[src/rtl/game_pkg.sv]
// game_pkg: shared tile/direction/state codes, maze geometry, power-pellet table and maze init ROM.
package game_pkg;
  typedef enum logic [1:0] {WALL = 2'b00, WKNP = 2'b01, WKRP = 2'b10, WKGH = 2'b11} tile_e;
  typedef enum logic [1:0] {RT = 2'd0, UP = 2'd1, DN = 2'd2, LT = 2'd3} dir_e;
  typedef enum logic [1:0] {INIT = 2'd0, IDLE = 2'd1, QRY = 2'd2, EAT = 2'd3} state_e;
  localparam logic [6:0] XTILES = 7'd30;
  localparam logic [6:0] YTILES = 7'd33;
  localparam logic [9:0] NTILES = 10'd990;
  localparam logic [6:0] PP_X [0:3] = '{7'd1, 7'd28, 7'd1, 7'd28};
  localparam logic [6:0] PP_Y [0:3] = '{7'd3, 7'd3, 7'd24, 7'd24};
  function automatic logic [9:0] tile_addr(input logic [6:0] x, input logic [6:0] y);
    return 10'(y) * 10'd30 + 10'(x);
  endfunction
  function automatic logic is_power(input logic [6:0] x, input logic [6:0] y);
    logic r;
    r = 1'b0;
    for (int i = 0; i < 4; i++) r = r | ((x == PP_X[i]) && (y == PP_Y[i]));
    return r;
  endfunction
  // Maze ROM: bordered field, wrap tunnel on row 14, wall stubs and a ghost-house strip on row 16.
  function automatic logic [1:0] maze_tile(input logic [6:0] x, input logic [6:0] y);
    if (y == 7'd0 || y == YTILES - 7'd1) return WALL;
    if (x == 7'd0 || x == XTILES - 7'd1) return (y == 7'd14) ? WKNP : WALL;
    if ((x % 7'd6) == 7'd3 && y[1:0] == 2'd2) return WALL;
    if (y == 7'd16 && x >= 7'd12 && x <= 7'd17) return WKGH;
    return WKRP;
  endfunction
endpackage

[src/rtl/game_maze_ram.sv]
// maze_ram: single-port 1024x2 tile store with synchronous read and write enable.
module maze_ram (
  input  logic       clk,
  input  logic       i_we,
  input  logic       i_re,
  input  logic [9:0] i_addr,
  input  logic [1:0] i_wdata,
  output logic [1:0] o_rdata
);
  logic [1:0] r_mem [0:1023];
  logic [1:0] r_rdata;
  always_ff @(posedge clk) begin
    if (i_we) r_mem[i_addr] <= i_wdata;
    else if (i_re) r_rdata <= r_mem[i_addr];
  end
  assign o_rdata = r_rdata;
endmodule

[src/rtl/game_maze.sv]
// game_maze: maze tile store with ROM init, neighbour queries and pellet consumption.
module game_maze
  import game_pkg::*;
(
  input  logic       clk,
  input  logic       rst,
  input  logic       query_valid,
  input  logic [6:0] query_xtile,
  input  logic [6:0] query_ytile,
  input  logic       eat_valid,
  input  logic [6:0] eat_xtile,
  input  logic [6:0] eat_ytile,
  output logic       ready,
  output logic [1:0] tile_info [0:3],
  output logic       info_valid,
  output logic       pellet_eaten,
  output logic       power_pellet,
  output logic [9:0] pellets_left,
  output logic       level_clear
);
  state_e     r_state, w_next;
  logic [2:0] r_cnt;
  logic [9:0] r_iaddr;
  logic [6:0] r_ix, r_iy, r_x, r_y;
  logic [1:0] r_nb [0:3];
  logic [1:0] r_tile [0:3];
  logic       r_info_valid, r_pe, r_pp, r_done;
  logic [9:0] r_pellets;
  logic       w_in_range, w_hit, w_rd_force, w_cap_force, w_we, w_re;
  logic [1:0] w_slot, w_cap_slot, w_cap, w_rdata, w_rom, w_wdata;
  logic [6:0] w_qx, w_qy;
  logic [9:0] w_addr;

  assign w_in_range  = (r_x < XTILES) && (r_y < YTILES);
  assign w_slot      = r_cnt[1:0];
  assign w_cap_slot  = 2'(r_cnt - 3'd1);
  assign w_qx        = (w_slot == RT) ? ((r_x == XTILES - 7'd1) ? 7'd0 : r_x + 7'd1) :
                       (w_slot == LT) ? ((r_x == 7'd0) ? XTILES - 7'd1 : r_x - 7'd1) : r_x;
  assign w_qy        = (w_slot == UP) ? r_y - 7'd1 : (w_slot == DN) ? r_y + 7'd1 : r_y;
  // Off-map slots skip the RAM read and are replaced by WALL when captured one cycle later.
  assign w_rd_force  = !w_in_range || (w_slot == UP && r_y == 7'd0) ||
                       (w_slot == DN && r_y == YTILES - 7'd1);
  assign w_cap_force = !w_in_range || (w_cap_slot == UP && r_y == 7'd0) ||
                       (w_cap_slot == DN && r_y == YTILES - 7'd1);
  assign w_cap       = w_cap_force ? WALL : w_rdata;
  assign w_rom       = maze_tile(r_ix, r_iy);
  assign w_hit       = w_in_range && (w_rdata == WKRP);

  maze_ram u_ram (
    .clk    (clk),
    .i_we   (w_we),
    .i_re   (w_re),
    .i_addr (w_addr),
    .i_wdata(w_wdata),
    .o_rdata(w_rdata)
  );

  always_comb begin
    w_addr  = tile_addr(r_x, r_y);
    w_we    = 1'b0;
    w_re    = 1'b0;
    w_wdata = WKNP;
    case (r_state)
      INIT: begin
        w_addr  = r_iaddr;
        w_we    = !rst && (r_iaddr < NTILES);
        w_wdata = w_rom;
      end
      QRY: begin
        w_addr = tile_addr(w_qx, w_qy);
        w_re   = (r_cnt < 3'd4) && !w_rd_force;
      end
      EAT: begin
        w_re = (r_cnt == 3'd0) && w_in_range;
        w_we = !rst && (r_cnt == 3'd1) && w_hit;
      end
      default: ;
    endcase
  end

  always_comb begin
    w_next = r_state;
    case (r_state)
      INIT:    w_next = (r_iaddr == NTILES) ? IDLE : INIT;
      IDLE:    w_next = eat_valid ? EAT : query_valid ? QRY : IDLE;
      QRY:     w_next = (r_cnt == 3'd4) ? IDLE : QRY;
      default: w_next = (r_cnt == 3'd2) ? IDLE : EAT;
    endcase
  end

  always_ff @(posedge clk) begin
    if (rst) begin
      r_state      <= INIT;
      r_cnt        <= 3'd0;
      r_iaddr      <= 10'd0;
      r_ix         <= 7'd0;
      r_iy         <= 7'd0;
      r_tile       <= '{WALL, WALL, WALL, WALL};
      r_info_valid <= 1'b0;
      r_pe         <= 1'b0;
      r_pp         <= 1'b0;
      r_pellets    <= 10'd0;
      r_done       <= 1'b0;
    end else begin
      r_state      <= w_next;
      r_cnt        <= (w_next == r_state) ? r_cnt + 3'd1 : 3'd0;
      r_info_valid <= (r_state == QRY) && (r_cnt == 3'd4);
      r_pe         <= (r_state == EAT) && (r_cnt == 3'd1) && w_hit;
      r_pp         <= (r_state == EAT) && (r_cnt == 3'd1) && w_hit && is_power(r_x, r_y);
      if (r_state == INIT && r_iaddr < NTILES) begin
        r_iaddr <= r_iaddr + 10'd1;
        r_ix    <= (r_ix == XTILES - 7'd1) ? 7'd0 : r_ix + 7'd1;
        r_iy    <= (r_ix == XTILES - 7'd1) ? r_iy + 7'd1 : r_iy;
        if (w_rom == WKRP) r_pellets <= r_pellets + 10'd1;
      end
      if (r_state == INIT && w_next == IDLE) r_done <= 1'b1;
      if (r_state == IDLE) begin
        r_x <= eat_valid ? eat_xtile : query_xtile;
        r_y <= eat_valid ? eat_ytile : query_ytile;
      end
      if (r_state == QRY && r_cnt != 3'd0) r_nb[w_cap_slot] <= w_cap;
      if (r_state == QRY && r_cnt == 3'd4) r_tile <= '{r_nb[0], r_nb[1], r_nb[2], w_cap};
      if (r_state == EAT && r_cnt == 3'd1 && w_hit && r_pellets != 10'd0)
        r_pellets <= r_pellets - 10'd1;
    end
  end

  assign ready        = (r_state == IDLE);
  assign tile_info    = r_tile;
  assign info_valid   = r_info_valid;
  assign pellet_eaten = r_pe;
  assign power_pellet = r_pp;
  assign pellets_left = r_pellets;
  assign level_clear  = r_done && (r_pellets == 10'd0);
endmodule

[config.mk]
export PLATFORM = sky130hd
export DESIGN_NAME = game_maze
export DESIGN_NICKNAME = d
export VERILOG_FILES = /design/src/rtl/game_pkg.sv /design/src/rtl/game_maze_ram.sv /design/src/rtl/game_maze.sv
export SDC_FILE = /design/constraint.sdc
export NUM_CORES = 2
export LEC_CHECK = 0
export BUFFER_PORTS_ARGS = -buffer_cell sky130_fd_sc_hd__buf_4
export CORE_MARGIN = 3
export CORE_UTILIZATION = 40
export CTS_CLUSTER_DIAMETER = 150
export DETAILED_ROUTE_END_ITERATION = 12
export PLACE_DENSITY = 0.57
export SETUP_SLACK_MARGIN = 0.3
export SLEW_MARGIN = 20
export SYNTH_ARGS = -nofsm -noshare
export SYNTH_HDL_FRONTEND = slang
export SYNTH_SLANG_ARGS = --single-unit
[constraint.sdc]
create_clock -name clk -period 109.3 [get_ports clk]
set_input_delay 21.86 -clock clk [delete_from_list [all_inputs] [get_ports clk]]
set_output_delay 21.86 -clock clk [all_outputs]
set_load 0.05 [all_outputs]
After elaboration in Yosys (flattened, before gate mapping)
Memory sizes are Yosys's and may differ from the RTL's. A register that Yosys moved wholly into a read port is not among the register bits.
Cells that the tools add are included.
- memories: 2
- memory bits (writable): 2056
- bits in latches: 0
- bits in read-only memories: 0
- logic and storage cells: 171
- output and inout bits: 23
- bits in registers: 59
- bits of input ports: 32
- memories (memory ; depth ; width ; read ports ; clocked after Yosys merged registers in ; write ports ; line ; source):
    u_ram.r_mem ; 1024 ; 2 ; 1 ; 1 ; 1 ; game_maze_ram.sv:10 ; logic [1:0] r_mem [0:1023];
    r_nb ; 4 ; 2 ; 3 ; 3 ; 1 ; game_maze.sv:25 ; logic [1:0] r_nb [0:3];
- eq/ne operators: 28
- bitwise logic cells: 6
- add/subtract/negate cells: 13
- div/mod/pow operators: 1
- multipliers: 2
- shifts and indexed selects: 0
- muxes and demuxes: 47
- reduce and logical (&&, ||, !) cells: 53
- order comparisons: 6
- operators by type and width (kind ; count):
    $mux W7 ; 9
    $eq A7 B5 Y1 const B ; 5
    $mux W10 ; 3
    $add A7 B1 Y7 const B ; 4
    $logic_not A7 Y1 ; 4
    $mux W2 ; 14
    $logic_and A1 B1 Y1 ; 27
    $add A10 B1 Y10 const B ; 2
    $add A10 B7 Y10 ; 2
    $pmux W10 S2 ; 1
    $mul A7 B4 Y9 const B ; 2
    $mux W1 ; 17
    $eq A2 B2 Y1 const B ; 8
    $eq A7 B2 Y1 const B ; 2
    $eq A7 B6 Y1 const B ; 2
    $sub A7 B1 Y7 const B ; 2
    $eq A10 B10 Y1 const B ; 1
    $logic_not A10 Y1 ; 1
    $lt A10 B10 Y1 const B ; 1
    $reduce_bool A10 Y1 ; 1
    $sub A10 B1 Y10 const B ; 1
    $eq A2 B1 Y1 const B ; 4
    $reduce_and A2 Y1 ; 4
    $eq A7 B1 Y1 const B ; 1
    24 further kinds ; 38

Depth between registers and ports, before layout
- word-level depth: 17
- depth in mapped cells: 30
- mapped depth without buffers: 25

Modules after synthesis
A second synthesis with hierarchy kept.
- cell total of the unflattened synthesis: 5836
- area, all modules: 90141.5 sq um
- by module, submodules not included (module ; instances ; sequential area each (sq um) ; area an instance (sq um) ; cells each):
    maze_ram ; 1 ; 61559.0 ; 83696.5 ; 5102
    game_maze ; 1 ; 1621.6 ; 6444.9 ; 734

Least setup slack after synthesis
No wires, ideal clock.
- path type: register to register
- start point: register r_ix[4]
- end point: memory u_ram.r_mem[0][0], data pin
- setup slack: 30.033 ns
- path buffers: 0
- required time: 96.501 ns
- library setup time: 12.799 ns
- arrival time: 66.468 ns
- period minus slack after synthesis: 79.267 ns
- stages on the path, launching flop included: 14
- cell sequence: dfxtp_1 > nand2b_1 > mux2_2 > nor2b_1 > mux2_2 > nand2_1 > o21ai_0 > ha_1 > nor2_1 > a32o_1 > a21oi_1 > o21ai_0 > a41o_1 > o311ai_0
- cells in the longest elaborated chain, start to end: 12
- elaborated cells between the ends (all ways): 27
- those cells by class: div (1); order compare (2); eq/ne (2); mux (17); reduce/logical (5)
- RTL lines (item ; line ; source):
    start: declaration ; game_maze.sv:24 ; logic [6:0] r_ix, r_iy, r_x, r_y;
    start signal: assignment ; game_maze.sv:112 ; r_ix <= (r_ix == XTILES - 7'd1) ? 7'd0 : r_ix + 7'd1;
    branches (longest 9 deep; another with $mod A7 B3 Y7) ; -- ;
    $mux W2 (*) ; game_pkg.sv:24 ; if ((x % 7'd6) == 7'd3 && y[1:0] == 2'd2) return WALL;
    $mux W2 (*) ; game_pkg.sv:23 ; if (x == 7'd0 || x == XTILES - 7'd1) return (y == 7'd14) ? WKNP : WALL;
    $mux W2 (*) ; game_maze.sv:63 ; case (r_state)
    named net u_ram.i_wdata[0] ; game_maze_ram.sv:7 ; input logic [1:0] i_wdata,
    end: declaration ; game_maze_ram.sv:10 ;
Mark *: on every way through the listed nets, which the timed path passes. The select of a mux whose other input is x is not followed.

Final worst setup path
- start point: input rst
- end point: memory u_ram.r_mem[921][0] (enable)
- cells in the longest elaborated chain, start to end: 6
- elaborated cells between the ends (all ways): 7
- those cells by class: mux (3); reduce/logical (4)
- RTL lines (item ; line ; source):
    start: declaration ; game_maze.sv:6 ; input logic rst,
    $logic_not A1 Y1 (*) ; game_maze.sv:66, game_maze.sv:75 ;
    $logic_and A1 B1 Y1 (2 in series) ; game_maze.sv:75 ; w_we = !rst && (r_cnt == 3'd1) && w_hit;
    $pmux W1 S2 (*) ; game_maze.sv:63 ;
    $mux W1 (*) ; game_maze_ram.sv:13 ; if (i_we) r_mem[i_addr] <= i_wdata;
    $mux W1 (not written as such) (*) ; game_maze_ram.sv:13 ;
Every way passes the cells marked *; elsewhere a longest branch is shown, timed or not.

==> reports/metrics.csv <==
metric;value;unit
Root Buffer;clkbuf_16;
Synth Warn #;0;
Clock Latency Late Sink;0.88;ns
wire per inst;26.4;um
Peak VDD IR;0.0124;mV
post-route insts no fill;10100;
dpl hpwl;143000;um
area delta synth->final;11.3;%
GRT overflow;0;
crit path cell chain;buf_4 -> nor2_1 -> o21ai_0 -> buf_4 -> nor3_4 -> nand2_4 -> nor2_1;
count of pins over their slew limit;0;
Max Fclk;41.7;MHz
worst min-delay path category;register to register;
antenna violations before repair;10;
first-pass GRT wire length;386000;um
Mapped Cells;7094;
CP endpoint kind;register;
TritonCTS Buffers;218;
Crit. Startpoint;rst;
Startpoint Class;primary input;
Mapped Area;89700;sq um
RSZ-0062 raised after global routing;false;
routability cong.;0.801;
fraction of registers with async set/reset;0;%
Initial Util;40.3;%
number of enable flip-flop cells after synthesis;2070;
Slew Limit Headroom;23.2;%
Die Area;230000;sq um
CTS Hold Bufs;0;
Primary FF master, synth;edfxtp_1;
PD cells;16.8;nW/um^2
CTS sink cnt;2121;
largest net degree at the start of global routing;214;
CP arrival;24.53;ns
Max Cap Viol;0;
final setup vio count;0;
crit-path max cell delay;0.81;ns
worst reg-to-reg path cell count;25;
IO buf count;54;
vias in the first global route;56200;
Final Hold Fails;0;
share of layout cells above drive strength 1;8.27;%
via count;57600;
Min Clock Period, post-route;24.00;ns
die height;480;um
Synth top area share;69.3;%
Residual DRC;0;
crit path kind;primary input to register;
Slowest-stage cell, CP;nand2_4;
clk buf depth;3;
synthesis-stage register bit count;2121;
ranking of synthesized cells by area;edfxtp_1 69%, nand2_1 5.3%, mux2i_1 5.0%;
Tightest Pin Transition;1.15;ns
Required @ worst endpoint;109.83;ns
CTS HTree Levels;4;
Synth cell types;82;
Inst Count DP;9739;
status;finished clean;
Avg Vias per Cell;5.68;
setup_tns;0;ns
CTS clk-pin slew, worst paths;0.06;ns
final worst-path cycle share;22.0;%
DRT antenna net count;0;
num ports;55;
leak pwr;34.2;nW
Mean Syn Cell Area;12.6;sq um
DRT Pass-1 Iters;7;
R2R Path Start;r_y[0];
Starting DRT DRC Count;7001;
Worst Clk Skew;0.0272;ns
Detailed Route WL;268000;um
syn_nets;7228;
Hold Path Origin;tile_info[4];
core area;223000;sq um
final net count;7118;
row cnt;173;
sequential share of the synthesized area;70.4;%
overall routing resource usage;22.7;%
post_cts resized;0;
CTS tree;built;
number of setup buffers added after CTS;0;
WHS Path Cells;2;
largest area contributor in the netlist;edfxtp_1;
Die X;480;um
Worst Path Max Fanout;46;
==> power by group <==
| group | leakage, nW | switching, W | internal (W) | total [W] |
|---|---|---|---|---|
| Combinational | 11.4 | 0.0000554 | 0.0000264 | 0.0000818 |
| Clock | 3.34 | 0.000320 | 0.000400 | 0.000720 |
| Sequential | 19.4 | 0.000000581 | 0.000879 | 0.000880 |
| Total | 34.2 | 0.000376 | 0.00131 | 0.00168 |
==> layer usage <==
metal	track usage, %	up-vias	routed length, um
li1	-	25500	-
met1	31.9	29300	113000
met3	3.47	410	20400
met2	36.4	2386	126000
met4	7.17	2	8340
met5	0	-	13
==> path summary, 6_finish.rpt <==
kind | slack (ns) | end
max reg2reg | 99.85 | u_ram.o_rdata[0]
min | 0.47 | tile_info[4]
min reg2reg | 0.47 | tile_info[4]
max | 85.30 | u_ram.r_mem[921][0]
==> Yosys cell counts, drive strengths merged, types with 10 or more instances <==
library cell	number
xor2	21
ha	77
nor2	1109
o22ai	224
nor4	206
fa	25
inv	77
edfxtp	2070
xnor2	42
a31oi	11
mux2	19
a21oi	635
o21ai	31
and3	11
mux2i	447
a41oi	34
nor2b	10
nand2	1260
buf	270
nand3	59
clkbuf	242
nor3	22
dfxtp	51
==> flip-flops by register name, summed over array words and instances, names as in the netlist <==
signal         cells
info_valid         1
pellet_eaten       1
pellets_left      10
power_pellet       1
r_cnt              3
r_done             1
r_iaddr           10
r_ix               7
r_iy               7
r_nb               6
r_state            2
r_x                7
r_y                7
tile_info          8
u_ram.o_rdata      2
u_ram.r_mem     2048
==> cells in the final DEF, fill, tap and decap left out, drive strengths merged, types with 31 or more instances in the layout <==
| cell | instances |
|---|---|
| a21oi | 635 |
| nand2 | 1260 |
| nand3 | 59 |
| dfxtp | 51 |
| nor2 | 1109 |
| inv | 87 |
| o21ai | 31 |
| clkinv | 107 |
| edfxtp | 2070 |
| xnor2 | 42 |
| ha | 77 |
| mux2i | 447 |
| nor4 | 206 |
| buf | 182 |
| o22ai | 224 |
| clkbuf | 265 |
| a41oi | 34 |
==> worst max-delay path, delay by kind of cell <==
kind	cells	cell delay [ns]
compound gates	1	0.11
buf+inv	2	0.47
simple gates	4	2.00
==> through the flow <==
stage          power (W)  util [%]  worst slack (ns)  area, sq um  hold slack (ns)
2_1_floorplan   0.000951         -             30.03        89700            0.432
3_3_place_gp    0.000977      41.7             83.99        93000            0.456
3_5_place_dp    0.000978      41.8             83.97        93000            0.464
4_1_cts          0.00169      44.8             84.91        99900            0.473
5_1_grt          0.00173      44.8             85.21        99900            0.487
6_report         0.00168      44.8             85.30        99900            0.467
==> final cells by class <==
cell class / count / area, sq um
tap: 2975 / 3720
inverter: 77 / 289
sequential: 2121 / 63200
clock inverter: 138 / 1200
fill: 20200 / 123000
timing repair buffer: 182 / 1520
clock buffer: 265 / 5650
multi-input combinational: 4384 / 24300
antenna: 5 / 12.5
==> cell families (layout without fill, tap and decap cells) <==
logic type / after synthesis / after routing / share of synthesized area [%]
flops: 2121 / 2121 / 70.4
compound gates: 1006 / 1006 / 6.42
buf+inv: 589 / 662 / 3.06
xor+xnor: 63 / 63 / 0.615
fa+ha+maj: 102 / 102 / 1.63
simple gates: 2743 / 2743 / 12.5
mux: 470 / 470 / 5.33
other cells: 0 / 5 / 0
Note: power is estimated with default switching activity, not from simulation.
